### src/rtl/line_decoder_arbiter.sv
// Round-robin arbiter owning the select/enable of a shared 3-to-8 line decoder.
// Optional hold-timeout feature: define LINE_DECODER_ARB_TIMEOUT_EN.
//
// state | meaning
// IDLE  | no owner; Grant=0, Dec_En=0, Sel keeps last owner
// GRANT | owner latched in Sel; Dec_En=1; Grant one-hot for Sel
module line_decoder_arbiter #(
  parameter int unsigned MAX_HOLD = 16
) (
  input  logic       Clock,
  input  logic       Reset,
  input  logic       Enable,
  input  logic [7:0] Req,
  input  logic       Release,
  output logic [2:0] Sel,
  output logic       Dec_En,
  output logic [7:0] Grant,
  output logic       Timeout
);

  typedef enum logic {IDLE = 1'b0, GRANT = 1'b1} state_t;

  if (MAX_HOLD < 1 || MAX_HOLD > 255) begin : g_bad_max_hold
    $error("line_decoder_arbiter: MAX_HOLD must be within 1..255");
  end

  state_t     state_q, state_d;
  logic [2:0] sel_q, sel_d;
  logic [2:0] ptr_q, ptr_d;
  logic [7:0] grant_q, grant_d;
  logic       timeout_q, timeout_d;
  logic [2:0] winner;
  logic [2:0] idx;
  logic       found;
  logic       owner_req;
  logic       exit_evt;
  logic       expire;

`ifdef LINE_DECODER_ARB_TIMEOUT_EN
  logic [7:0] hold_q, hold_d;
`endif

  // Requester n sits on Req[7-n]; walk from the pointer, first set bit wins.
  always_comb begin
    winner = ptr_q;
    found  = 1'b0;
    idx    = '0;
    for (int k = 0; k < 8; k++) begin
      idx = ptr_q + 3'(k);
      if (!found && Req[3'd7 - idx]) begin
        winner = idx;
        found  = 1'b1;
      end
    end
  end

  assign owner_req = Req[3'd7 - sel_q];
  assign exit_evt  = Release || !owner_req || !Enable;

`ifdef LINE_DECODER_ARB_TIMEOUT_EN
  assign expire = ({1'b0, hold_q} + 9'd1) == 9'(MAX_HOLD);
`else
  assign expire = 1'b0;
`endif

  always_comb begin
    state_d   = state_q;
    sel_d     = sel_q;
    ptr_d     = ptr_q;
    grant_d   = grant_q;
    timeout_d = 1'b0;
`ifdef LINE_DECODER_ARB_TIMEOUT_EN
    hold_d    = hold_q;
`endif
    case (state_q)
      IDLE: begin
        if (Enable && found) begin
          state_d = GRANT;
          sel_d   = winner;
          grant_d = 8'h80 >> winner;
`ifdef LINE_DECODER_ARB_TIMEOUT_EN
          hold_d  = '0;
`endif
        end
      end
      GRANT: begin
`ifdef LINE_DECODER_ARB_TIMEOUT_EN
        hold_d = hold_q + 8'd1;
`endif
        if (exit_evt || expire) begin
          state_d   = IDLE;
          ptr_d     = sel_q + 3'd1;
          grant_d   = '0;
          // Timeout only reports revocations nothing else would have caused.
          timeout_d = expire && !exit_evt;
        end
      end
      default: begin
        state_d = IDLE;
        grant_d = '0;
      end
    endcase
  end

  always_ff @(posedge Clock) begin
    if (Reset) begin
      state_q   <= IDLE;
      sel_q     <= '0;
      ptr_q     <= '0;
      grant_q   <= '0;
      timeout_q <= 1'b0;
`ifdef LINE_DECODER_ARB_TIMEOUT_EN
      hold_q    <= '0;
`endif
    end else begin
      state_q   <= state_d;
      sel_q     <= sel_d;
      ptr_q     <= ptr_d;
      grant_q   <= grant_d;
      timeout_q <= timeout_d;
`ifdef LINE_DECODER_ARB_TIMEOUT_EN
      hold_q    <= hold_d;
`endif
    end
  end

  assign Sel     = sel_q;
  assign Dec_En  = (state_q == GRANT);
  assign Grant   = grant_q;
  assign Timeout = timeout_q;

endmodule

### config.mk
export PLATFORM = sky130hd
export DESIGN_NAME = line_decoder_arbiter
export DESIGN_NICKNAME = d
export VERILOG_FILES = /design/src/rtl/line_decoder_arbiter.sv
export SDC_FILE = /design/constraint.sdc
export NUM_CORES = 1
export LEC_CHECK = 0
export ABC_AREA = 1
export CORE_UTILIZATION = 57
export DETAILED_ROUTE_END_ITERATION = 7
export PLACE_DENSITY = 0.9
export SYNTH_ARGS = -nofsm -noshare
export SYNTH_HDL_FRONTEND = slang
export SYNTH_SLANG_ARGS = --single-unit
### constraint.sdc
create_clock -name Clock -period 6.1 [get_ports Clock]
set_input_delay 1.22 -clock Clock [delete_from_list [all_inputs] [get_ports Clock]]
set_output_delay 1.22 -clock Clock [all_outputs]
set_load 0.03 [all_outputs]
==> results by stage <==
Status:
- The flow ran to the end, and the final reports show no timing, DRC or antenna violations.

CTS:
- CTS built an H-tree with a depth of 1.
- The clock tree from TritonCTS is done.
- The TritonCTS sink count is 15.
- Once the clock tree was built, the resizer swapped 0 gates to a different size.
- The cts-stage hold buffer count is 0.
- The clock reaches the later pin of the worst-skew pair after 290 ps.
- The post-CTS setup buffer count is 0.
- In this run, CTS created clock tree buffers numbering 3.
- The longest clock path from root to sink contains 2 buffers.
- After clock tree synthesis, the clock-pin slew on the worst setup and hold paths is ~90 ps.
- The root buffer cell is clkbuf_4.

Global routing:
- The number of global-route vias before repair is 1372.
- Entering global routing, the biggest net connects 16 pins.
- The aggregate global-route resource usage is between 20 and 30%.
- The residual overflow from global routing is 0.
- The first-pass GRT wire length is 5.94 mm.
- The initial antenna violation count is 0.

Critical path:
- The count of buffer and inverter cells on the critical path is 2.
- The largest stage delay on the critical path is 700 ps.
- The cell depth of the worst setup path is 15.
- The largest driver fanout on the critical path is 15.
- The cell occurring most often along the worst timing path is nor2_2.
- In this run the critical register-to-register path is captured at Grant[0]$_SDFFE_PP0P_.
- The worst setup path is of the flip-flop to flip-flop kind.
- The worst flop-to-flop path startpoint is ptr_q[0]$_SDFFE_PP0P_.
- The most critical setup path has its startpoint at ptr_q[0]$_SDFFE_PP0P_.
- The startpoint type of the worst setup path is a flip-flop.
- The slowest stage of the critical path is the dfxtp_1 cell.
- The data arrival time at the worst-slack endpoint is around 3600 ps.
- Among cell families on the critical path, the largest total delay comes from simple AND/OR/NAND/NOR gates.
- The endpoint kind of the worst setup timing path is a flip-flop.
- The worst setup slack for register-to-register paths is 2770 ps.
- The number of cells on the worst reg-to-reg path is 15.
- Walking the worst path, the cells encountered are inv_2 > ha_1 > inv_1 > nand3_1 > nand3_1 > nand2_2 > nor2_2 > nand4_2 > nor2_4 > nand3_2 > nand2_1 > nor2_2 > nor2_2 > nand2_1 > a21oi_1.
- The worst path required time is about 6300 ps.

Timing:
- The number of slew-limit violations in the final report was 0.
- Setup repair after global routing left no endpoint under its margin.
- The final-report hold violation count came to 0.
- The final worst-path cycle share is a little over half.
- The final worst slack is approximately 2800 ps.
- Setup violations remaining at the end of the flow were counted as 0.
- Clock skew on the completed layout was measured at just over 4 ps.
- Setup total negative slack on the finished layout was measured at 0 ps.
- For the pin with the worst max-slew slack, the measured transition is between 500 and 600 ps.
- On the final layout, the worst hold slack is ~470 ps.
- The relative slew slack is between 60% and 70%.
- Static timing analysis puts the maximum clock frequency at ~300 MHz.
- The minimum period implied by the final worst setup slack is between 3000 and 4000 ps.

Detailed routing:
- In this run the remaining antenna-violating nets after routing total 0.
- The detailed router put a total of around 1.7 mm of wire on met1.
- The routed wire length on met2 is around 1.5 mm.
- The average vias per placed instance is 5.56.
- The topmost layer with routed signal wires is met4.
- The met3 routed wirelength is ~220 microns.
- The first detailed-routing pass took 5 iterations.
- Across all layers, the routed design uses 1618 vias.
- The final layout contains routed wiring with a total length of ~3.5 mm.
- The remaining routing DRC violations is 0.
- The number of DRC markers after the initial detailed-route iteration is a little over 60.
- In the final routed layout, each cell accounts on average for roughly 12 microns.

Placement:
- The placed cell area is about 0.0017 sq mm.
- Summed over all nets, the half-perimeter wirelength after detailed placement is approximately 2.8 mm.
- The global placement routability congestion is between 0.9 and 1.
- Prior to clock tree synthesis, the placed netlist has a worst setup slack of 2680 ps.
- The count of input and output buffers is 23.

Logic synthesis:
- The leading register cell type out of synthesis is dfxtp_1.
- The synthesized netlist devotes between 2 and 3% of its cell area to adder and majority cells.
- The simple-gate portion of the synthesized area is approximately 52%.
- Counting distinct cell types in the post-synthesis netlist gives 34.
- For this run, the number of Yosys warnings is 0.
- After Yosys synthesis, XOR and XNOR cells account for ~3.0% of the synthesized area.
- Sequential cells were found to cover between 20% and 30% of the synthesized design area.
- The async set-reset flop share out of synthesis is 0%.
- The number of synthesized register bits is 15.
- Measured against the total synthesized area, the mux share comes to less than 1%.
- The cell count after synthesis is 243.
- The synthesized netlist devotes approximately an eighth of its cell area to compound gates.
- Yosys mapped a number of flops with a built-in enable equal to 0.
- The combinational family with the most area after synthesis is simple AND/OR/NAND/NOR gates.
- The number of nets produced by synthesis is between 200 and 300.
- The average instance in the mapped netlist occupies approximately 6 sq um.
- The cell area after synthesis is 0.00146 sq mm.

Floorplan:
- The die covers between 0.002 and 0.003 sq mm.
- Measured along the x axis, the die boundary spans 52.5 microns.
- The vertical die dimension is around 53 microns.
- The top-level I/O count is 25.
- The starting utilization of the core area is 62.8%.
- The core footprint is roughly 0.0023 sq mm.
- The count of standard-cell rows is 17.

Worst hold path:
- The destination of the worst hold path is Grant[2]$_SDFFE_PP0P_.
- The worst hold path startpoint is Grant[2]$_SDFFE_PP0P_.
- The worst hold path depth is 2.
- The tightest min-delay check is of the flip-flop to flip-flop type.

Cells and area:
- The number of diodes is 0.
- The commonest non-fill, non-tap cell in the layout is nand2_1.
- Of the cells placed in the final design, the portion with a size suffix greater than 1 is 14.1%.
- The cell area after layout is between 0.0015 and 0.002 sq mm.
- The number of nets in the layout is ~280.
- Leaving out fill and tap cells, the most frequent cells in the layout are nand2_1 (80), nand3_1 (43), clkdlybuf4s50_1 (23).
- The area growth from synthesis to layout is 17.2%.

Power:
- The power per standard cell area is approximately 280 mW/mm^2.
- In this run the static leakage power is around 0.78 nW.
- VDD sags by at most roughly 230 uV.

Flow run:
- The reported max-cap violation count is 0.
-- state kept, by name, summed over array words and instances (netlist names) --
name    count
Grant       8
Sel         3
ptr_q       3
Dec_En      1
-- cell usage after synthesis, types with 3 or more instances --
cell type   n  share of area (%)
a21oi_1    15                5.2
buf_2       3                1.0
dfxtp_1    15                 21
ha_1        3                2.6
inv_1      11                2.8
inv_2       6                1.5
nand2_1    80                 21
nand2_2     9                3.9
nand3_1    43                 15
nor2_1     14                3.6
nor2_2      7                3.0
o21ai_0     8                2.7
xor2_1      4                2.4
-- worst max path at each step --
stage | slack, ps | end
after global routing | 2490 | Grant[1]$_SDFFE_PP0P_
after floorplan | 3480 | Grant[0]$_SDFFE_PP0P_
after global placement | 2740 | Grant[4]$_SDFFE_PP0P_
final | 2770 | Grant[0]$_SDFFE_PP0P_
after CTS | 2820 | Grant[0]$_SDFFE_PP0P_
after detailed placement | 2680 | Grant[5]$_SDFFE_PP0P_
-- cell families after synthesis --
kind of cell / count (synthesis)
and+or+nand+nor: 162
AOI/OAI and AO/OA: 31
buffers and inverters: 25
DFF: 15
xor gates and xnor gates: 5
adders and majority gates: 3
other: 1
muxes: 1
-- per-stage QoR --
stage	util [%]	power, mW	cells
final	73.6	0.483	291
after global routing	73.6	0.526	291
after CTS	73.6	0.481	291
after detailed placement	72.3	0.422	287
after global placement	72.3	0.416	287
after floorplan	-	0.354	243
-- tightest hold or removal path: cells and delay by family, from the launching register on --
| family | cells | cell delay [ps] |
|---|---|---|
| and+or+nand+nor | 1 | 60 |
| AOI/OAI and AO/OA | 1 | 50 |
| DFF | 1 | 320 |
-- per-layer routing --
| layer | track usage, % | vias up |
|---|---|---|
| li1 | - | 846 |
| met1 | 41.0 | 703 |
| met2 | 46.4 | 63 |
| met3 | 3.48 | 6 |
| met4 | 7.89 | 0 |
| met5 | 0 | - |
-- cell type report --
cell class                 instances  area [sq um]
clock buffer                       3          22.5
clock inverter                     1          7.51
inverter                          18          67.6
fill                             199           612
multi-input combinational        203          1040
tap                               28          35.0
sequential                        15           300
timing repair buffer              23           230
-- report_power, final --
group          switching [mW]  total [mW]  internal [mW]
registers              0.0177       0.128          0.110
logic                   0.194       0.296          0.102
clock network          0.0339      0.0589         0.0250
No activity file was read; power rests on OpenSTA's default activity.
